File: src/rtl/interval_meter_pkg.sv
// Shared definitions for the interval meter: FSM state encoding and default counter width.
package interval_meter_pkg;

    localparam int CNT_WIDTH_DEFAULT = 10;

    typedef enum logic [1:0] {
        ST_IDLE = 2'd0,
        ST_ARM  = 2'd1,
        ST_RUN  = 2'd2
    } state_e;

endpackage

File: src/rtl/edge_sync.sv
// Two-flop synchroniser for an asynchronous line plus a delayed copy for rising-edge detection.
module edge_sync (
    input  logic clk,
    input  logic rst_n,
    input  logic async_in,
    output logic sync_out,
    output logic rise_pulse
);

    logic meta_r;
    logic sync_r;
    logic prev_r;

    // Synchroniser chain and previous-value flop.
    always_ff @(posedge clk or negedge rst_n) begin
        if (!rst_n) begin
            meta_r <= 1'b0;
            sync_r <= 1'b0;
            prev_r <= 1'b0;
        end else begin
            meta_r <= async_in;
            sync_r <= meta_r;
            prev_r <= sync_r;
        end
    end

    assign sync_out   = sync_r;
    assign rise_pulse = sync_r & ~prev_r;

endmodule

File: src/rtl/interval_meter.sv
// Measures clk cycles between consecutive rising edges of event_in, with timeout and a valid/ready result.
// Optional min/max tracking outputs are enabled by defining INTERVAL_MINMAX_EN.
module interval_meter
    import interval_meter_pkg::*;
#(
    parameter int                   CNT_WIDTH     = CNT_WIDTH_DEFAULT,
    parameter logic [CNT_WIDTH-1:0] TIMEOUT_LIMIT = 10'd1000
) (
    input  logic                 clk,
    input  logic                 rst_n,
    input  logic                 meas_en,
    input  logic                 event_in,
    input  logic                 meas_ready,
    output logic                 meas_valid,
    output logic [CNT_WIDTH-1:0] meas_cnt,
    output logic                 meas_timeout,
    output logic                 meas_lost,
`ifdef INTERVAL_MINMAX_EN
    output logic [CNT_WIDTH-1:0] meas_min,
    output logic [CNT_WIDTH-1:0] meas_max,
`endif
    output logic                 meas_busy
);

    localparam logic [CNT_WIDTH-1:0] CNT_ZERO = {CNT_WIDTH{1'b0}};
    localparam logic [CNT_WIDTH-1:0] CNT_ONE  = {{(CNT_WIDTH-1){1'b0}}, 1'b1};
    localparam logic [CNT_WIDTH-1:0] CNT_ONES = {CNT_WIDTH{1'b1}};

    state_e               state_r;
    state_e               state_nxt_s;
    logic [CNT_WIDTH-1:0] cnt_r;
    logic [CNT_WIDTH-1:0] cnt_nxt_s;
    logic                 rise_s;
    logic                 new_res_s;
    logic                 timeout_s;
    logic                 arm_start_s;
    logic                 transfer_s;
    logic                 valid_r;
    logic [CNT_WIDTH-1:0] res_r;
    logic                 timeout_r;
    logic                 lost_r;
    logic                 busy_r;

    edge_sync u_edge_sync (
        .clk        (clk),
        .rst_n      (rst_n),
        .async_in   (event_in),
        .sync_out   (),
        .rise_pulse (rise_s)
    );

    // Next-state and interval counter logic; the edge check precedes the timeout check so a tie yields a result.
    always_comb begin
        state_nxt_s = state_r;
        cnt_nxt_s   = cnt_r;
        new_res_s   = 1'b0;
        timeout_s   = 1'b0;
        arm_start_s = 1'b0;
        if (!meas_en) begin
            state_nxt_s = ST_IDLE;
            cnt_nxt_s   = CNT_ZERO;
        end else begin
            case (state_r)
                ST_IDLE: begin
                    state_nxt_s = ST_ARM;
                    cnt_nxt_s   = CNT_ZERO;
                    arm_start_s = 1'b1;
                end
                ST_ARM: begin
                    if (rise_s) begin
                        state_nxt_s = ST_RUN;
                        cnt_nxt_s   = CNT_ONE;
                    end else begin
                        cnt_nxt_s   = CNT_ZERO;
                    end
                end
                ST_RUN: begin
                    if (rise_s) begin
                        new_res_s = 1'b1;
                        cnt_nxt_s = CNT_ONE;
                    end else if (cnt_r == TIMEOUT_LIMIT) begin
                        timeout_s   = 1'b1;
                        state_nxt_s = ST_ARM;
                        cnt_nxt_s   = CNT_ZERO;
                    end else begin
                        cnt_nxt_s = cnt_r + CNT_ONE;
                    end
                end
                default: begin
                    state_nxt_s = ST_IDLE;
                    cnt_nxt_s   = CNT_ZERO;
                end
            endcase
        end
    end

    assign transfer_s = valid_r & meas_ready;

    // State, counter, timeout pulse and busy flag registers.
    always_ff @(posedge clk or negedge rst_n) begin
        if (!rst_n) begin
            state_r   <= ST_IDLE;
            cnt_r     <= CNT_ZERO;
            timeout_r <= 1'b0;
            busy_r    <= 1'b0;
        end else begin
            state_r   <= state_nxt_s;
            cnt_r     <= cnt_nxt_s;
            timeout_r <= timeout_s;
            busy_r    <= (state_nxt_s != ST_IDLE);
        end
    end

    // Result register: a full register without a same-cycle transfer drops the new interval.
    always_ff @(posedge clk or negedge rst_n) begin
        if (!rst_n) begin
            valid_r <= 1'b0;
            res_r   <= CNT_ZERO;
            lost_r  <= 1'b0;
        end else begin
            if (new_res_s && (!valid_r || transfer_s)) begin
                valid_r <= 1'b1;
                res_r   <= cnt_r;
            end else if (transfer_s) begin
                valid_r <= 1'b0;
            end else begin
                valid_r <= valid_r;
            end
            if (transfer_s) begin
                lost_r <= 1'b0;
            end else if (new_res_s && valid_r) begin
                lost_r <= 1'b1;
            end else begin
                lost_r <= lost_r;
            end
        end
    end

`ifdef INTERVAL_MINMAX_EN
    logic [CNT_WIDTH-1:0] min_r;
    logic [CNT_WIDTH-1:0] max_r;

    // Running extremes over every completed interval, dropped ones included; restart on each arm.
    always_ff @(posedge clk or negedge rst_n) begin
        if (!rst_n) begin
            min_r <= CNT_ONES;
            max_r <= CNT_ZERO;
        end else if (arm_start_s) begin
            min_r <= CNT_ONES;
            max_r <= CNT_ZERO;
        end else if (new_res_s) begin
            if (cnt_r < min_r) begin
                min_r <= cnt_r;
            end else begin
                min_r <= min_r;
            end
            if (cnt_r > max_r) begin
                max_r <= cnt_r;
            end else begin
                max_r <= max_r;
            end
        end else begin
            min_r <= min_r;
            max_r <= max_r;
        end
    end

    assign meas_min = min_r;
    assign meas_max = max_r;
`else
    logic unused_arm_start_s;
    assign unused_arm_start_s = arm_start_s;
`endif

    assign meas_valid   = valid_r;
    assign meas_cnt     = res_r;
    assign meas_timeout = timeout_r;
    assign meas_lost    = lost_r;
    assign meas_busy    = busy_r;

endmodule
File: config.mk
export PLATFORM = sky130hd
export DESIGN_NAME = interval_meter
export DESIGN_NICKNAME = d
export VERILOG_FILES = /design/src/rtl/interval_meter_pkg.sv /design/src/rtl/edge_sync.sv /design/src/rtl/interval_meter.sv
export SDC_FILE = /design/constraint.sdc
export NUM_CORES = 1
export LEC_CHECK = 0
export ABC_AREA = 1
export CAP_MARGIN = 20
export CORE_ASPECT_RATIO = 0.7
export CORE_MARGIN = 2
export CORE_UTILIZATION = 25
export CTS_CLUSTER_SIZE = 14
export DETAILED_ROUTE_END_ITERATION = 7
export SLEW_MARGIN = 20
export SYNTH_ARGS = -nofsm -noshare
export SYNTH_HDL_FRONTEND = slang
export SYNTH_SLANG_ARGS = --single-unit
export TNS_END_PERCENT = 10
File: constraint.sdc
create_clock -name clk -period 3.5 [get_ports clk]
set_input_delay 1.05 -clock clk [delete_from_list [all_inputs] [get_ports clk]]
set_output_delay 1.05 -clock clk [all_outputs]
set_load 0.01 [all_outputs]
==> results_dict.tcl, run 1 <==
set metrics [dict create \
    antenna_found_initial 0 \
    coreArea_sq_um 5230 \
    synthCells 151 \
    rows 22 \
    rsz0062_at_grt "no" \
    initial_core_util_pct 25.9 \
    finalSetupViolCount 0 \
    period_share_pct 64.9 \
    grt_pass1_wl_microns 4690 \
    vias 1009 \
    crit_required_ns 2.45 \
    drc_errors 0 \
    crit_fanout 4 \
    clock_tree.root_cell "clkbuf_8" \
    numPortBuffers 18 \
    synth_area_sq_um 1360 \
    clk_pin_slew_ns 0.06 \
    grt_pass1_vias 980 \
    peakVddDrop_v 0.000193 \
    p_comb_share_pct 5.4 \
    internal_power_mw 0.493 \
    p_clk_share_pct 40.7 \
    rr_worst_depth 6 \
    drv_cap 0 \
    status "finished, final reports clean" \
    synthToLayoutAreaGrowth_pct 25.1 \
    nets 185 \
    crit_path_cell_trace "clkdlybuf4s50_1" \
    numClockSinks 29 \
    crit_buf_inv 1 \
    final_antenna_net_count 0 \
    maxSlewHeadroom_pct 75.5 \
    stdcell_count 247 \
    dr.pass1.iters 4 \
    gr-total-overflow 0 \
    synth.distinct_cells 23 \
    place_congestion 0.857 \
    max_stage_delay_ns 0.55 \
    die_h_microns 65.6 \
    share_seq_of_total_power_pct 53.9 \
    die-area_sq_um 6030 \
    ys_ff_latch 29 \
    place.detailed.hpwl_microns 1960 \
    path_depth 1 \
    ys_seq_area_share_pct 53.6 \
    die_x_microns 92.0 \
    grt_max_degree 30 \
    finalWirelength_microns 2580 \
    r2r-start "state_r[0]" \
    syn_avg_cell_area_sq_um 8.97 \
    crit_start "meas_valid" \
    slowest_stage "clkdlybuf4s50_1" \
    multiInputGateArea_sq_um 519 \
    crit_path_end_kind "output pin" \
    clk_latency_ns 0.28 \
    synth_warnings 0 \
    numCtsBuffers 5 \
    drt-initial-drc-count 69 \
    hp-start "u_edge_sync.meta_r" \
    fin_crit_ns 2.27 \
    p_total_mw 0.638 \
    syn_nets 162 \
    fin_worst_skew_ns 0.00755 \
    holdPathStages 0 \
    fin_tns_setup_ns 0 \
    antennaDiodeCount 0 \
    dpl.cell_count 239 \
    ctsResizeCount 0 \
    cp-start-kind "register" \
    sw_frac_of_total_pct 22.8 \
    cts_setup_buffers 0 \
    drive_gt1_share_pct 8.57 \
    p_leak_nw 0.756 \
    hold_path.class "reg -> reg" \
    cts_hold_buf 0 \
    cpLargestDelayFamily "buffers and inverters" \
    htreeDepth 2 \
    pin_count 19 \
    seq_area_sq_um 726 \
    slew_viol_final 0 \
    final_core_util_pct 32.4 \
    cts_buffer_depth 2 \
    fill_cells 556 \
    routedWlPerCell_microns 10.4 \
    power.density_nw_per_um2 376 \
    hold_viol 0 \
    cts_tree "yes" \
    worstSetupPathType "reg -> out" \
    arrival_ns 1.22 \
    p_sw_mw 0.145 \
    post_drt_via_cell_ratio 4.09 \
    worst_slew_pin_slew_ns 0.368 \
    fmaxAchievable_ghz 0.441 \
    grt_use_total_pct 10.3 \
]
==> layout by cell type, fill, tap and decap left out, types with 3 or more instances in the layout <==
cell type / synthesis / routed
nand2_1: 30 / 30
dfrtp_1: 29 / 29
inv_1: 23 / 23
clkdlybuf4s50_1: 0 / 18
nor2_1: 16 / 16
o21ai_0: 11 / 11
nand3_1: 7 / 7
ha_1: 6 / 6
nor3b_1: 5 / 5
clkbuf_8: 0 / 5
a21oi_1: 4 / 4
nor3_1: 4 / 4
nand4_1: 3 / 3
==> worst reg2reg max path, stage by stage (launching register included) <==
cell	delay (ns)
dfrtp_1	0.42
inv_1	0.10
ha_1	0.21
nand2_1	0.13
nor2_4	0.15
nand2_2	0.20
mux2_4	0.35
==> stage by stage <==
step / setup slack, ns / hold WS, ns / area, sq um
3_3_place_gp: 1.01 / 0.336 / 1610
5_1_grt: 1.21 / 0.364 / 1700
4_1_cts: 1.23 / 0.352 / 1700
6_report: 1.23 / 0.349 / 1700
2_1_floorplan: 1.64 / 0.331 / 1360
3_5_place_dp: 0.988 / 0.339 / 1610
==> state kept, by name, indices dropped and copies added, names as in the netlist <==
signal,cells
u_edge_sync.sync_out,1
u_edge_sync.meta_r,1
cnt_r,10
meas_cnt,10
meas_busy,1
meas_timeout,1
meas_lost,1
meas_valid,1
u_edge_sync.prev_r,1
state_r,2
==> layer usage <==
layer	routed length (microns)	GRT usage, %	vias to the layer above
met5	0	0	-
met4	27	3.92	0
li1	-	-	529
met3	170	4.01	5
met1	1440	14.9	446
met2	942	13.5	29
==> cells by family (layout without fill, tap and decap cells) <==
kind of cell               Yosys count  in the layout  share of synthesized area (%)
AOI/OAI and AO/OA                   18             18                           7.20
adders and majority gates            6              6                           5.54
muxes                                1              1                           1.11
buffers and inverters               27             51                           8.12
DFF                                 29             29                           53.6
and+or+nand+nor                     70             70                           24.5
==> worst paths after layout <==
path                            slack (ns)              endpoint
worst max-delay path                  1.23            meas_valid
worst min-delay path                  0.35  u_edge_sync.sync_out
worst max register to register        1.84           meas_cnt[5]
worst min register to register        0.35  u_edge_sync.sync_out
max in group asynchronous             2.07             meas_busy
min in group asynchronous             1.15              cnt_r[3]
==> power groups by stage <==
| stage | combinational, mW | clock, mW | sequential [mW] |
|---|---|---|---|
| after floorplan | 0.0141 | 0 | 0.351 |
| after global placement | 0.0350 | 0 | 0.350 |
| after detailed placement | 0.0352 | 0 | 0.350 |
| after CTS | 0.0353 | 0.267 | 0.344 |
| after global routing | 0.0399 | 0.286 | 0.345 |
| final | 0.0342 | 0.260 | 0.344 |
==> cell usage after synthesis <==
cell type | number | share of area, %
clkbuf_1 | 1 | 0.28
a21boi_0 | 1 | 0.55
inv_1 | 23 | 6.4
nand3_1 | 7 | 2.6
buf_2 | 1 | 0.37
a21oi_1 | 4 | 1.5
nor3_1 | 4 | 1.5
nand2_1 | 30 | 8.3
nor3b_1 | 5 | 2.8
o211ai_1 | 1 | 0.55
inv_2 | 1 | 0.28
nor2_2 | 1 | 0.46
a22oi_1 | 1 | 0.55
buf_6 | 1 | 0.83
nand2_2 | 1 | 0.46
mux2_4 | 1 | 1.1
nand4_2 | 1 | 0.92
nor2_4 | 2 | 1.7
nor2_1 | 16 | 4.4
ha_1 | 6 | 5.5
nand4_1 | 3 | 1.4
dfrtp_1 | 29 | 54
o21ai_0 | 11 | 4.1
==> area by class of cell <==
cell class | count | area share [%]
inverter | 24 | 5.31
timing repair buffer | 19 | 11.1
sequential | 29 | 42.8
clock buffer | 6 | 4.28
multi-input combinational | 95 | 30.6
clock inverter | 2 | 0.590
tap | 72 | 5.31
No activity file was read; power rests on OpenSTA's default activity.
==> inputs of run 2 (changes only) <==
==> constraint.sdc (replaced) <==
create_clock -name clk -period 2.2 [get_ports clk]
set_input_delay 0.66 -clock clk [delete_from_list [all_inputs] [get_ports clk]]
set_output_delay 0.66 -clock clk [all_outputs]
set_load 0.01 [all_outputs]
==> run 2 against run 1 <==
Compared with the run above: sequential share of layout area fell by 1.0 points; flip-flop and latch count did not move; worst setup slack got worse by 0.91 ns; worst hold slack improved by 0.0037 ns; cell count rose by 0.40%; non-clock buffer count rose by 1; routed wire length rose by 2.3%; die area did not move; critical path depth did not move; combinational power rose by 60%; critical path type unchanged; largest cell class unchanged; highest routed layer unchanged.
==> results_dict.tcl, run 2 (same netlist as run 1, synthesis figures left out) <==
set metrics [dict create \
    nets 186 \
    share_seq_of_total_power_pct 46.8 \
    htreeDepth 2 \
    vias 1017 \
    p_leak_nw 0.773 \
    grt_max_degree 30 \
    die_x_microns 92.0 \
    post_dp_cell_area_sq_um 1620 \
    crit_required_ns 1.54 \
    synthToLayoutAreaGrowth_pct 28.2 \
    numCtsBuffers 5 \
    cts_tree "yes" \
    ctsResizeCount 0 \
    p_comb_share_pct 4.7 \
    crit_path_cell_trace "clkdlybuf4s50_1" \
    post_drt_via_cell_ratio 4.10 \
    p_sw_mw 0.236 \
    crit_start "meas_valid" \
    coreArea_sq_um 5230 \
    fin_crit_ns 1.88 \
    die-area_sq_um 6030 \
    crit_fanout 4 \
    sw_frac_of_total_pct 20.1 \
    internal_power_mw 0.934 \
    grt_pass1_vias 987 \
    r2r-start "state_r[0]" \
    numPortBuffers 18 \
    hold_path.class "reg -> reg" \
    critPathCapture "meas_valid" \
    die_h_microns 65.6 \
    grt_pass1_wl_microns 4670 \
    pin_count 19 \
    fmaxAchievable_ghz 0.531 \
    rr_worst_depth 6 \
    setup_slack_ns 0.318 \
    antenna_found_initial 0 \
    initial_core_util_pct 25.9 \
    cts_hold_buf 0 \
    cts_setup_buffers 0 \
    gr-total-overflow 0 \
    drt-initial-drc-count 55 \
    drive_gt1_share_pct 9.09 \
    slowest_stage "clkdlybuf4s50_1" \
    cts_buffer_depth 2 \
    holdPathStages 0 \
    final_cell_mix "30 x nand2_1, 29 x dfrtp_1, 23 x inv_1" \
    maxSlewHeadroom_pct 75.0 \
    period_share_pct 85.5 \
    peakVddDrop_v 0.000228 \
    cp-start-kind "register" \
    worst_slew_pin_slew_ns 0.374 \
    worstSetupPathType "reg -> out" \
    arrival_ns 1.22 \
    drv_cap 0 \
    fin_worst_skew_ns 0.00754 \
    p_clk_share_pct 48.5 \
    clock_tree.root_cell "clkbuf_8" \
    rsz0062_at_grt "no" \
    max_stage_delay_ns 0.56 \
    path_depth 1 \
    crit_buf_inv 1 \
    postLayoutCellArea_sq_um 1740 \
    dr.pass1.iters 4 \
    clk_pin_slew_ns 0.06 \
    clk_latency_ns 0.28 \
    place.detailed.hpwl_microns 2010 \
    slew_viol_final 0 \
    power.density_nw_per_um2 674 \
    final_antenna_net_count 0 \
    drc_errors 0 \
    r2r_slack_ns 0.61 \
    rows 22 \
    dpl_worst_slack_ns 0.153 \
    numClockSinks 29 \
    finalWirelength_microns 2640 \
    routedWlPerCell_microns 10.6 \
    cpLargestDelayFamily "buffers and inverters" \
    status "finished, final reports clean" \
    crit_path_end_kind "output pin" \
    hold_viol 0 \
    finalSetupViolCount 0 \
    place_congestion 0.843 \
    r2r_end "meas_cnt[5]" \
    fin_tns_setup_ns 0 \
    final_common_cell "nand2_1" \
    grt_use_total_pct 10.1 \
    p_total_mw 1.17 \
    antennaDiodeCount 0 \
]
run 2: area by class of cell:
cell class	count	area (sq um)
Clock inverter	1	30.0
Fill cell	568	3490
Tap cell	72	90.1
Inverter	24	90.1
Timing Repair Buffer	20	195
Clock buffer	7	86.3
Multi-Input combinational cell	95	519
Sequential cell	29	726
run 2: metrics by stage:
step,utilization [%],hold WS [ns],instances
2_1_floorplan,-,0.331,151
5_1_grt,33.2,0.362,248
3_3_place_gp,31.0,0.335,240
3_5_place_dp,31.0,0.340,240
6_report,33.2,0.353,248
4_1_cts,33.2,0.354,248
run 2: how the worst min path moves through the flow:
stage | from | endpoint | slack (ns)
CTS | u_edge_sync.meta_r | u_edge_sync.sync_out | 0.35
global placement | u_edge_sync.meta_r | u_edge_sync.sync_out | 0.34
floorplan | u_edge_sync.meta_r | u_edge_sync.sync_out | 0.33
finish | u_edge_sync.meta_r | u_edge_sync.sync_out | 0.35
detailed placement | u_edge_sync.meta_r | u_edge_sync.sync_out | 0.34
global route | u_edge_sync.meta_r | u_edge_sync.sync_out | 0.36
run 2: per-layer routing:
layer / part of all wire [%] / track usage, % / vias up
met5: 0 / 0 / -
met4: 0.72 / 3.92 / 0
met3: 5.1 / 3.90 / 4
met2: 36 / 13.0 / 20
met1: 58 / 15.0 / 467
li1: - / - / 526
run 2: power groups by stage:
stage | logic (mW) | clock network (mW) | registers, mW
floorplan | 0.0225 | 0 | 0.558
global placement | 0.0562 | 0 | 0.557
detailed placement | 0.0561 | 0 | 0.557
finish | 0.0548 | 0.568 | 0.547
global route | 0.0633 | 0.609 | 0.548
CTS | 0.0565 | 0.578 | 0.547
==> inputs of run 3 (changes only) <==
--- a/config.mk
+++ b/config.mk
@@ -10,6 +10,7 @@
 export CORE_ASPECT_RATIO = 0.7
 export CORE_MARGIN = 2
 export CORE_UTILIZATION = 25
+export CTS_CLUSTER_DIAMETER = 200
 export CTS_CLUSTER_SIZE = 14
 export DETAILED_ROUTE_END_ITERATION = 7
 export SLEW_MARGIN = 20
==> results of run 3 <==
No change in the layout: final DEF, timing and power equal those of run 2.
